### src/rtl/id_stage_fwdn.sv
// id_stage_fwdn: RV32 decode stage between IF and EX.
//   Decodes the held instruction, reads the external regfile and overrides the
//   read data with the highest-priority matching bypass source. It resolves
//   branches and jumps locally when BRANCH_IN_ID is set. It also supports flush,
//   marks illegal opcodes, and keeps a saturating count of hazard-stall cycles.
// Ports:
//   clk, rst                 clock, synchronous active-low reset
//   if_valid, if_bus         IF handshake, {inst, pc}
//   id_allowin               ID can take if_bus this cycle
//   ex_allowin               EX can take id_to_ex_bus this cycle
//   id_to_ex_valid/_bus      decoded instruction towards EX (162 bits)
//   fwd_bus                  NUM_FWD x {rdy, wr, addr[4:0], data[31:0]}, entry 0 youngest
//   rf_raddr1/2, rf_rdata1/2 asynchronous regfile read ports
//   flush                    squash the instruction held in ID
//   br_bus                   {redirect_wen, target}
//   illegal                  pulse when an illegal instruction fires to EX
//   stall_cnt                saturating hazard-stall cycle count
module id_stage_fwdn #(
    parameter int unsigned NUM_FWD      = 3,
    parameter int unsigned BRANCH_IN_ID = 1,
    parameter int unsigned BR_FWD       = 0,
    parameter int unsigned CNT_W        = 16
) (
    input  logic                   clk,
    input  logic                   rst,
    input  logic                   if_valid,
    input  logic [63:0]            if_bus,
    output logic                   id_allowin,
    input  logic                   ex_allowin,
    output logic                   id_to_ex_valid,
    output logic [161:0]           id_to_ex_bus,
    input  logic [NUM_FWD*39-1:0]  fwd_bus,
    output logic [4:0]             rf_raddr1,
    output logic [4:0]             rf_raddr2,
    input  logic [31:0]            rf_rdata1,
    input  logic [31:0]            rf_rdata2,
    input  logic                   flush,
    output logic [32:0]            br_bus,
    output logic                   illegal,
    output logic [CNT_W-1:0]       stall_cnt
);

    localparam logic [6:0] OpImm    = 7'b0010011;
    localparam logic [6:0] OpLui    = 7'b0110111;
    localparam logic [6:0] OpAuipc  = 7'b0010111;
    localparam logic [6:0] OpReg    = 7'b0110011;
    localparam logic [6:0] OpJal    = 7'b1101111;
    localparam logic [6:0] OpJalr   = 7'b1100111;
    localparam logic [6:0] OpBranch = 7'b1100011;
    localparam logic [6:0] OpLoad   = 7'b0000011;
    localparam logic [6:0] OpStore  = 7'b0100011;

    // State
    logic             valid_q, valid_d;
    logic [31:0]      inst_q, pc_q;
    logic [CNT_W-1:0] cnt_q, cnt_d;
    logic             load;

    // Decode
    logic [6:0]  opcode, funct7;
    logic [2:0]  funct3;
    logic [4:0]  rs1, rs2, rd;
    logic        is_r, is_i, is_s, is_b, is_u, is_j, is_jalr, is_illegal;
    logic        wb_wen;
    logic [31:0] imm;

    // Forwarding / hazard
    logic        hit1, hit2, rdy1, rdy2;
    logic [31:0] fdat1, fdat2, src1, src2;
    logic        use1, use2, haz1, haz2, id_ready, fire;

    // Branch
    logic        taken, redirect;
    logic [31:0] target;

    assign opcode = inst_q[6:0];
    assign rd     = inst_q[11:7];
    assign funct3 = inst_q[14:12];
    assign rs1    = inst_q[19:15];
    assign rs2    = inst_q[24:20];
    assign funct7 = inst_q[31:25];

    assign is_r       = (opcode == OpReg);
    assign is_i       = (opcode == OpImm) | (opcode == OpJalr) | (opcode == OpLoad);
    assign is_s       = (opcode == OpStore);
    assign is_b       = (opcode == OpBranch);
    assign is_u       = (opcode == OpLui) | (opcode == OpAuipc);
    assign is_j       = (opcode == OpJal);
    assign is_jalr    = (opcode == OpJalr);
    assign is_illegal = ~(is_r | is_i | is_s | is_b | is_u | is_j);
    assign wb_wen     = is_j | is_i | is_r | is_u;

    always_comb begin
        imm = 32'd0;
        if (is_i) begin
            imm = {{20{inst_q[31]}}, inst_q[31:20]};
        end else if (is_s) begin
            imm = {{20{inst_q[31]}}, inst_q[31:25], inst_q[11:7]};
        end else if (is_b) begin
            imm = {{19{inst_q[31]}}, inst_q[31], inst_q[7], inst_q[30:25], inst_q[11:8], 1'b0};
        end else if (is_u) begin
            imm = {inst_q[31:12], 12'd0};
        end else if (is_j) begin
            imm = {{11{inst_q[31]}}, inst_q[31], inst_q[19:12], inst_q[20], inst_q[30:21],
                   1'b0};
        end
    end

    assign rf_raddr1 = rs1;
    assign rf_raddr2 = rs2;

    // First matching entry in index order wins; x0 never matches so it reads 0
    // from the regfile.
    always_comb begin
        hit1  = 1'b0;
        rdy1  = 1'b0;
        fdat1 = 32'd0;
        hit2  = 1'b0;
        rdy2  = 1'b0;
        fdat2 = 32'd0;
        for (int i = 0; i < int'(NUM_FWD); i++) begin
            if (!hit1 && rs1 != 5'd0 && fwd_bus[39*i+37] && fwd_bus[39*i+32 +: 5] == rs1) begin
                hit1  = 1'b1;
                rdy1  = fwd_bus[39*i+38];
                fdat1 = fwd_bus[39*i +: 32];
            end
            if (!hit2 && rs2 != 5'd0 && fwd_bus[39*i+37] && fwd_bus[39*i+32 +: 5] == rs2) begin
                hit2  = 1'b1;
                rdy2  = fwd_bus[39*i+38];
                fdat2 = fwd_bus[39*i +: 32];
            end
        end
    end

    assign src1 = hit1 ? fdat1 : rf_rdata1;
    assign src2 = hit2 ? fdat2 : rf_rdata2;

    // Only operands the instruction actually reads can cause a stall.
    assign use1     = ~(is_u | is_j);
    assign use2     = is_r | is_s | is_b;
    assign haz1     = use1 & hit1 & (~rdy1 | (is_b & (BR_FWD == 0)));
    assign haz2     = use2 & hit2 & (~rdy2 | (is_b & (BR_FWD == 0)));
    assign id_ready = ~(haz1 | haz2);

    assign id_allowin     = ~valid_q | (id_ready & ex_allowin);
    assign id_to_ex_valid = valid_q & id_ready & ~flush;
    assign fire           = id_to_ex_valid & ex_allowin;

    always_comb begin
        case (funct3)
            3'b000:  taken = (src1 == src2);
            3'b001:  taken = (src1 != src2);
            3'b100:  taken = ($signed(src1) < $signed(src2));
            3'b101:  taken = ($signed(src1) >= $signed(src2));
            3'b110:  taken = (src1 < src2);
            3'b111:  taken = (src1 >= src2);
            default: taken = 1'b0;
        endcase
    end

    assign target   = is_jalr ? ((src1 + imm) & ~32'd1) : (pc_q + imm);
    assign redirect = (BRANCH_IN_ID != 0) & fire & ((is_b & taken) | is_j | is_jalr);
    assign br_bus   = redirect ? {1'b1, target} : 33'd0;

    assign illegal   = fire & is_illegal;
    assign stall_cnt = cnt_q;

    assign id_to_ex_bus = {rs1, rs2, rd, src1, src2, funct3, funct7, opcode,
                           wb_wen, is_illegal, imm, pc_q};

    // Next state
    assign load = if_valid & id_allowin & ~flush;

    always_comb begin
        valid_d = valid_q;
        if (flush) begin
            valid_d = 1'b0;
        end else if (id_allowin) begin
            valid_d = if_valid;
        end
    end

    always_comb begin
        cnt_d = cnt_q;
        if (valid_q && !id_ready && !flush && cnt_q != {CNT_W{1'b1}}) begin
            cnt_d = cnt_q + CNT_W'(1);
        end
    end

    always_ff @(posedge clk) begin
        if (!rst) begin
            valid_q <= 1'b0;
            cnt_q   <= '0;
        end else begin
            valid_q <= valid_d;
            cnt_q   <= cnt_d;
        end
    end

    // Payload has no reset: it is only observed while valid_q is set.
    always_ff @(posedge clk) begin
        if (load) begin
            inst_q <= if_bus[63:32];
            pc_q   <= if_bus[31:0];
        end
    end

endmodule

### config.mk
export PLATFORM = sky130hd
export DESIGN_NAME = id_stage_fwdn
export DESIGN_NICKNAME = d
export VERILOG_FILES = /design/src/rtl/id_stage_fwdn.sv
export SDC_FILE = /design/constraint.sdc
export NUM_CORES = 1
export LEC_CHECK = 0
export ABC_AREA = 1
export BUFFER_PORTS_ARGS = -buffer_cell sky130_fd_sc_hd__buf_2
export CORE_AREA = 4 4 182 184
export DETAILED_ROUTE_END_ITERATION = 16
export DIE_AREA = 0 0 186 188
export GPL_ROUTABILITY_DRIVEN = 1
export PLACE_DENSITY_LB_ADDON = 0.15
export SYNTH_ARGS = -nofsm -noshare
export SYNTH_HDL_FRONTEND = slang
export SYNTH_SLANG_ARGS = --single-unit
### constraint.sdc
create_clock -name clk -period 5.4 [get_ports clk]
set_input_delay 1.08 -clock clk [delete_from_list [all_inputs] [get_ports clk]]
set_output_delay 1.08 -clock clk [all_outputs]
set_load 0.005 [all_outputs]
==> results.toml, run 1 <==
[run_status]
status = "complete, but fails checks"
violations_in_the_final_reports = "setup timing"

[die]
design.core.area_sq_um = 31390
dieArea_sq_um = 34970
fp-row-count = 65
ios = 474
initial_core_util_pct = 32.82
dieWidth_microns = 186
fp.dieH_microns = 188

[placement]
postPlaceCellArea_sq_um = 15170
dp.final_hpwl_microns = 47320
place_worst_setup_slack_ns = -0.9188
place_inst = 2685
globalplace.congestion = 1.070
io_buffers = 473

[clocking]
max-clock-path-buffers = 2
clk-insertion-delay-late_ns = 0.37
clkTransAtPathRegs_ns = 0.06
postCtsHoldBufs = 0
cts.htree.levels = 3
clock-sinks = 81
cts_inserted_buffers = 9
tritoncts = "yes"
clock_tree.root_cell = "sky130_fd_sc_hd__clkbuf_16"

[drt]
drc_errors_left = 0
drt_iter0_drc = 997
total_vias_in_the_final_route = 14400
firstDrtPassIters = 6
drt-vias-per-instance = 5.256
postRouteAntennaNets = 0
routed_wl_microns = 56560
avgRoutedWirePerCell_microns = 20.64

[power]
overall_power_of_the_completed_layout_mw = 2.359
power_leakage_nw = 8.760
power.density_cell_area_nw_per_um2 = 140.4
ir_worst_vdd_mv = 0.2197

[timing]
final_cycle_share_pct = 111.0
clock.fmax_mhz = 166.9
setup_viol = 33
hold_violations = 0
rsz_0062_raised_after_global_routing = "yes"
fin_ws_ns = -0.5933
worst_pin_slew_ns = 1.132
max-slew-margin-rel_pct = 23.74
fin_crit_ns = 5.993
finalMaxSlewViolations = 0
finalClockSkew_ns = 0.01206

[global_routing]
grt_start_max_net_pins = 65
grt_util_overall_pct = 30.93
initial_antenna_violation_count = 8
grt_first_pass_wirelength_microns = 82770
grt_overflow_total = 0
first_global_vias = 14160

[setup_path]
critical_path_class = "primary input to output pin"
path_common_cell = "sky130_fd_sc_hd__nand2_2"
delay_of_the_slowest_critical_path_stage_ns = 0.38
critPathSlowestCell = "sky130_fd_sc_hd__nor4_4"
critPathCaptureType = "output pin"
crit_arrival_ns = 4.91
path_max_fanout = 8
worst_setup_path_start_kind = "primary input"
cp.required_ns = 4.32

[logic_synthesis]
synth_largest_type_area_fraction_pct = 18.65
synth-edff-count = 64
netlist_area_sq_um = 10300
yosys_register_bits = 81
synth_ff_type = "sky130_fd_sc_hd__edfxtp_1"
asyncSetResetFlopFracSynth_pct = 0
synth_seq_area_share_pct = 21.96
synth_cells = 1577
synth-warning-count = 0
post-synth-top-area-cell = "sky130_fd_sc_hd__edfxtp_1"
synth_cell_type_count = 54
synth.avg_cell_area_sq_um = 6.534
net_count_synth = 1923
synth_top_cells_by_area = "sky130_fd_sc_hd__edfxtp_1 19%, sky130_fd_sc_hd__ha_1 11%, sky130_fd_sc_hd__nand2_1 11%, sky130_fd_sc_hd__inv_1 8.4%, sky130_fd_sc_hd__nor2_1 7.0%"

[final_layout]
post-route-cell-area_sq_um = 16800
final_cells = 2740
drive_gt1_share_pct = 41.70
flow.area_growth_from_synthesis_pct = 63.10
finalCoreUtilization_pct = 53.53
final_net_count = 2672

[flow_run]
drv_cap = 0

[min_path]
holdCritPathClass = "flip-flop to flip-flop"
==> through the flow <==
step	setup TNS [ns]	hold slack (ns)
final	-16.58	0.4844
after global routing	-22.59	0.5103
after CTS	-16.42	0.4856
after detailed placement	-26.88	0.4749
after global placement	-24.48	0.4663
after floorplan	0	0.4676
==> cell usage in the layout (no fill, tap or decap), types with 8 or more instances in the layout <==
cell,instances
sky130_fd_sc_hd__a21oi_1,123
sky130_fd_sc_hd__a21oi_2,13
sky130_fd_sc_hd__a221o_1,10
sky130_fd_sc_hd__a221oi_4,14
sky130_fd_sc_hd__a31oi_1,8
sky130_fd_sc_hd__a32o_1,9
sky130_fd_sc_hd__buf_12,9
sky130_fd_sc_hd__buf_2,468
sky130_fd_sc_hd__buf_4,293
sky130_fd_sc_hd__buf_6,12
sky130_fd_sc_hd__clkbuf_16,9
sky130_fd_sc_hd__dfxtp_1,17
sky130_fd_sc_hd__edfxtp_1,64
sky130_fd_sc_hd__ha_1,85
sky130_fd_sc_hd__ha_4,8
sky130_fd_sc_hd__inv_1,225
sky130_fd_sc_hd__inv_2,13
sky130_fd_sc_hd__nand2_1,295
sky130_fd_sc_hd__nand2_2,19
sky130_fd_sc_hd__nand3_1,56
sky130_fd_sc_hd__nand4_1,24
sky130_fd_sc_hd__nor2_1,167
sky130_fd_sc_hd__nor2_2,13
sky130_fd_sc_hd__nor2_4,14
sky130_fd_sc_hd__nor3_1,26
sky130_fd_sc_hd__o21a_1,16
sky130_fd_sc_hd__o21ai_0,74
sky130_fd_sc_hd__o21ai_1,17
sky130_fd_sc_hd__o22ai_1,53
sky130_fd_sc_hd__xnor2_1,11
sky130_fd_sc_hd__xor2_1,24
==> cells by family (layout without fill, tap and decap cells) <==
kind of cell	after synthesis	after routing	share of synthesized area (%)
XOR/XNOR	38	38	3.230
other	0	7	0
AND/OR/NAND/NOR	656	656	27.02
buffers and inverters	297	1051	11.65
adder cells (fa/ha/maj)	96	96	11.80
AO/OA/AOI/OAI	409	409	24.35
flip-flops	81	81	21.96
==> cell usage after synthesis (all sizes together), types with 6 or more instances <==
master,instances
o21bai,8
clkbuf,22
a221o,11
a31oi,9
inv,242
xor2,25
edfxtp,64
ha,94
a221oi,26
nor3,36
buf,31
a21o,7
nand4,24
o21a,16
a32o,9
a21boi,6
a211oi,11
dfxtp,17
xnor2,13
nand3,63
nor2,194
o21ai,95
o22ai,61
nor4,10
a21oi,137
nand2,319
==> sequential cells by signal, summed over array words and instances (netlist names) <==
signal / cells
inst_q: 32
pc_q: 32
stall_cnt: 16
valid_q: 1
==> final cells by class <==
type	count	area [sq um]
multi-input cells	1199	7787
diodes	7	17.52
repair inverters	1	8.758
clock inverters	6	66.31
clock buffers	10	229.0
well taps	402	503.0
flip-flops and latches	81	2262
inverters	244	940.9
repair buffers	790	4990
fillers	3158	14590
==> worst max-delay path, delay by kind of cell <==
family                   cells  cell delay, ns
AO/OA/AOI/OAI                6            0.55
adder cells (fa/ha/maj)      1            0.27
buffers and inverters        8            0.70
AND/OR/NAND/NOR             18            2.29
==> final timing paths <==
kind	start	to	slack [ns]	depth (start not counted)
hold / removal	stall_cnt[1]	stall_cnt[1]	0.48	2
hold reg to reg	stall_cnt[1]	stall_cnt[1]	0.48	2
setup reg to reg	inst_q[23]	pc_q[25]	1.53	17
setup / recovery	fwd_bus[34]	br_bus[27]	-0.59	33
==> report_power, final <==
part           total [mW]  internal (mW)  switching [mW]
Combinational       0.993          0.459           0.534
Clock               0.645          0.359           0.286
Sequential          0.720          0.700          0.0206
Total                2.36           1.52           0.840
==> timing repair <==
action | in CTS | in global routing
setup endpoints to repair | 33 | 33
buffers inserted | 16 | 15
pin swaps | 23 | 55
gates cloned | 4 | 0
gates resized for setup | 115 | 120
==> routing by layer <==
| metal | wire [microns] | track usage [%] |
|---|---|---|
| met1 | 23000 | 38.99 |
| met2 | 27500 | 53.05 |
| met3 | 4097 | 5.199 |
| met4 | 1956 | 10.71 |
| met5 | 7 | 0 |
No activity file was read; power rests on OpenSTA's default activity.
==> run 2, diff against run 1 <==
--- a/config.mk
+++ b/config.mk
@@ -5,12 +5,13 @@
 export SDC_FILE = /design/constraint.sdc
 export NUM_CORES = 1
 export LEC_CHECK = 0
-export ABC_AREA = 1
 export BUFFER_PORTS_ARGS = -buffer_cell sky130_fd_sc_hd__buf_2
-export CORE_AREA = 4 4 182 184
+export CAP_MARGIN = 10
+export CORE_AREA = 4 4 180 182
 export DETAILED_ROUTE_END_ITERATION = 16
-export DIE_AREA = 0 0 186 188
+export DIE_AREA = 0 0 184 186
 export GPL_ROUTABILITY_DRIVEN = 1
+export HOLD_SLACK_MARGIN = 0.1
 export PLACE_DENSITY_LB_ADDON = 0.15
 export SYNTH_ARGS = -nofsm -noshare
 export SYNTH_HDL_FRONTEND = slang
==> run 2 against run 1 <==
The flow still finishes with violations (setup timing). Count of clock-buffer cells in the layout is 1 lower. Cell count is 6.9% lower. Area after synthesis is 2.5% lower. Sequential share of layout area is 0.51 points lower. Wire length is 1.1% lower. Register-to-register slack better by 0.04 ns. Via count is 4.0% lower. Worst hold slack better by 0.017 ns. Worst setup slack worse by 0.35 ns. Sequential power hardly changed. Maximum frequency is 5.6% lower. Non-clock buffer count is 105 higher.
==> results.toml, run 2 <==
[power]
power_leakage_nw = 8.680
internal_power_mw = 1.532
power_frac_seq_pct = 30.4
power_frac_comb_pct = 43.8
power.density_cell_area_nw_per_um2 = 135.1
p_clk_share_pct = 25.8
p_sw_mw = 0.8288
netSwitchingFraction_pct = 35.11
ir_worst_vdd_mv = 0.2172

[clocking]
cts.htree.levels = 3
tritoncts = "yes"
postCtsHoldBufs = 0
clkTransAtPathRegs_ns = 0.07
max-clock-path-buffers = 2
clk-insertion-delay-late_ns = 0.35
clock-sinks = 81
clock_tree.root_cell = "sky130_fd_sc_hd__clkbuf_16"
cts_inserted_buffers = 9

[final_layout]
post-route-cell-area_sq_um = 17470
flow.area_growth_from_synthesis_pct = 73.84
mostFrequentLayoutCells = "470 x sky130_fd_sc_hd__buf_2, 382 x sky130_fd_sc_hd__buf_4, 139 x sky130_fd_sc_hd__nand2_1"
final_net_count = 2494
final_common_cell = "sky130_fd_sc_hd__buf_2"
final_cells = 2552
drive_gt1_share_pct = 50.86

[global_routing]
first_global_vias = 13620
grt_util_overall_pct = 30.84
initial_antenna_violation_count = 4
grt_overflow_total = 0
grt_start_max_net_pins = 58
grt_first_pass_wirelength_microns = 81180

[min_path]
holdCritPathClass = "flip-flop to flip-flop"
hold_start = "stall_cnt[13]"
worstHoldPathCells = 2
min_delay_worst_endpoint = "stall_cnt[13]"

[logic_synthesis]
asyncSetResetFlopFracSynth_pct = 0
synth.avg_cell_area_sq_um = 7.624
post-synth-top-area-cell = "sky130_fd_sc_hd__edfxtp_1"
netlist_top_cells_count = "145 x sky130_fd_sc_hd__nand2_1, 116 x sky130_fd_sc_hd__a21oi_1, 108 x sky130_fd_sc_hd__nor2_1"
synth_cell_type_count = 74
synth_top_cells_by_area = "sky130_fd_sc_hd__edfxtp_1 19%, sky130_fd_sc_hd__ha_1 12%, sky130_fd_sc_hd__xnor2_1 6.0%, sky130_fd_sc_hd__a21oi_1 5.8%, sky130_fd_sc_hd__nand2_1 5.4%"
most_frequent_cell_after_synthesis = "sky130_fd_sc_hd__nand2_1"
synth-warning-count = 0
net_count_synth = 1664
synth-edff-count = 64
netlist_area_sq_um = 10050
yosys_register_bits = 81
synth_largest_type_area_fraction_pct = 19.13
synth_ff_type = "sky130_fd_sc_hd__edfxtp_1"
synth_seq_area_share_pct = 22.51
synth_cells = 1318

[run_status]
violations_in_the_final_reports = "setup timing"
status = "complete, but fails checks"

[timing]
clock.fmax_mhz = 157.6
fin_crit_ns = 6.346
rsz_0062_raised_after_global_routing = "yes"
setup_viol = 33
hold_violations = 0
worst_pin_slew_ns = 1.218
finalClockSkew_ns = 0.006457
fin_ws_ns = -0.9464
max-slew-margin-rel_pct = 17.94
finalMaxSlewViolations = 0
final_cycle_share_pct = 117.5

[placement]
postPlaceCellArea_sq_um = 15840
io_buffers = 473
place_inst = 2487
dp.final_hpwl_microns = 46620
globalplace.congestion = 0.9753
place_worst_setup_slack_ns = -1.300

[drt]
postRouteAntennaNets = 0
firstDrtPassIters = 5
routed_wl_microns = 55940
drt-vias-per-instance = 5.417
total_vias_in_the_final_route = 13820
avgRoutedWirePerCell_microns = 21.92
drt_iter0_drc = 707
drc_errors_left = 0

[die]
design.core.area_sq_um = 30590
initial_core_util_pct = 32.85
fp-row-count = 64
ios = 474
dieArea_sq_um = 34220
fp.dieH_microns = 186
dieWidth_microns = 184

[flow_run]
drv_cap = 0

[setup_path]
reg2regPathDepth = 14
path_max_fanout = 14
critPathCaptureType = "output pin"
critical_path.reg2reg.endpoint = "pc_q[16]"
crit_arrival_ns = 5.27
cp.required_ns = 4.32
crit-reg2reg-launch = "inst_q[23]"
critical_path_class = "primary input to output pin"
worst_setup_path_start_kind = "primary input"
ff2ff_setup_slack_ns = 1.57
[run 2: worst max path at each step]
stage | start | to | slack (ns) | cells past startpoint
after global placement | fwd_bus[75] | br_bus[30] | -1.29 | 23
after floorplan | fwd_bus[71] | br_bus[32] | -0.42 | 22
after global routing | fwd_bus[114] | br_bus[27] | -1.11 | 25
after CTS | fwd_bus[75] | br_bus[27] | -0.90 | 26
after detailed placement | fwd_bus[75] | br_bus[30] | -1.30 | 23
final | fwd_bus[74] | br_bus[27] | -0.95 | 24
[run 2: timing repair]
action                     4_1_cts  5_1_grt
gates resized for setup        126       90
setup buffers                   22       20
pin swaps                       43       32
setup endpoints to repair       33       33
cloned                           4        0
[run 2: logic make-up after synthesis]
group | share of synthesized area [%]
AOI/OAI and AO/OA | 29.22
xor gates and xnor gates | 7.845
adders and majority gates | 12.10
buffers and inverters | 5.665
DFF | 22.51
muxes | 1.332
and+or+nand+nor | 21.32
[run 2: worst max-delay path, cell delays in order]
cell and delay, ns:
sky130_fd_sc_hd__buf_2 0.12, sky130_fd_sc_hd__buf_4 0.13, sky130_fd_sc_hd__xnor2_1 0.15, sky130_fd_sc_hd__nand4_1 0.21, sky130_fd_sc_hd__or2_4 0.35, sky130_fd_sc_hd__buf_12 0.16, sky130_fd_sc_hd__buf_12 0.15, sky130_fd_sc_hd__o22ai_2 0.15
sky130_fd_sc_hd__a21oi_2 0.08, sky130_fd_sc_hd__buf_4 0.17, sky130_fd_sc_hd__buf_4 0.13, sky130_fd_sc_hd__ha_1 0.29, sky130_fd_sc_hd__nand4_1 0.14, sky130_fd_sc_hd__nor4_4 0.32, sky130_fd_sc_hd__buf_4 0.16, sky130_fd_sc_hd__o21ai_2 0.07
sky130_fd_sc_hd__and3_4 0.17, sky130_fd_sc_hd__o31ai_4 0.26, sky130_fd_sc_hd__and4_4 0.27, sky130_fd_sc_hd__o31ai_4 0.07, sky130_fd_sc_hd__buf_12 0.17, sky130_fd_sc_hd__buf_12 0.15, sky130_fd_sc_hd__a31oi_1 0.14, sky130_fd_sc_hd__buf_2 0.14
[run 2: through the flow]
step | util, % | hold slack, ns | TNS, ns | power (mW)
final | 57.10 | 0.5011 | -28.61 | 2.361
after global placement | 51.78 | 0.4805 | -35.29 | 1.648
after floorplan | - | 0.4856 | -9.987 | 1.121
after CTS | 55.23 | 0.5039 | -27.94 | 2.316
after detailed placement | 51.78 | 0.4945 | -35.66 | 1.650
after global routing | 57.10 | 0.5373 | -34.54 | 2.479
[run 2: power by group through the flow]
| stage | sequential, mW | combinational (mW) | clock, mW |
|---|---|---|---|
| after global routing | 0.719 | 1.11 | 0.647 |
| after CTS | 0.717 | 0.978 | 0.621 |
| after floorplan | 0.731 | 0.390 | 0 |
| after global placement | 0.731 | 0.917 | 0 |
| final | 0.717 | 1.04 | 0.608 |
| after detailed placement | 0.731 | 0.918 | 0 |
[run 2: area by class of cell]
cell class / count / area, sq um
Fill cell: 2932 / 13120
Multi-Input combinational cell: 1103 / 8272
Timing Repair Buffer: 895 / 5927
Sequential cell: 81 / 2262
Tap cell: 396 / 495.5
Clock buffer: 9 / 225.2
Inverter: 58 / 217.7
Clock inverter: 7 / 61.31
Antenna cell: 3 / 7.507
[run 2: per-layer routing]
layer	global-route usage [%]	vias up	routed length, microns
met5	0	-	0
met4	10.41	0	2004
met3	4.534	113	3748
met2	54.81	574	27460
met1	38.23	6566	22720
li1	-	6571	-
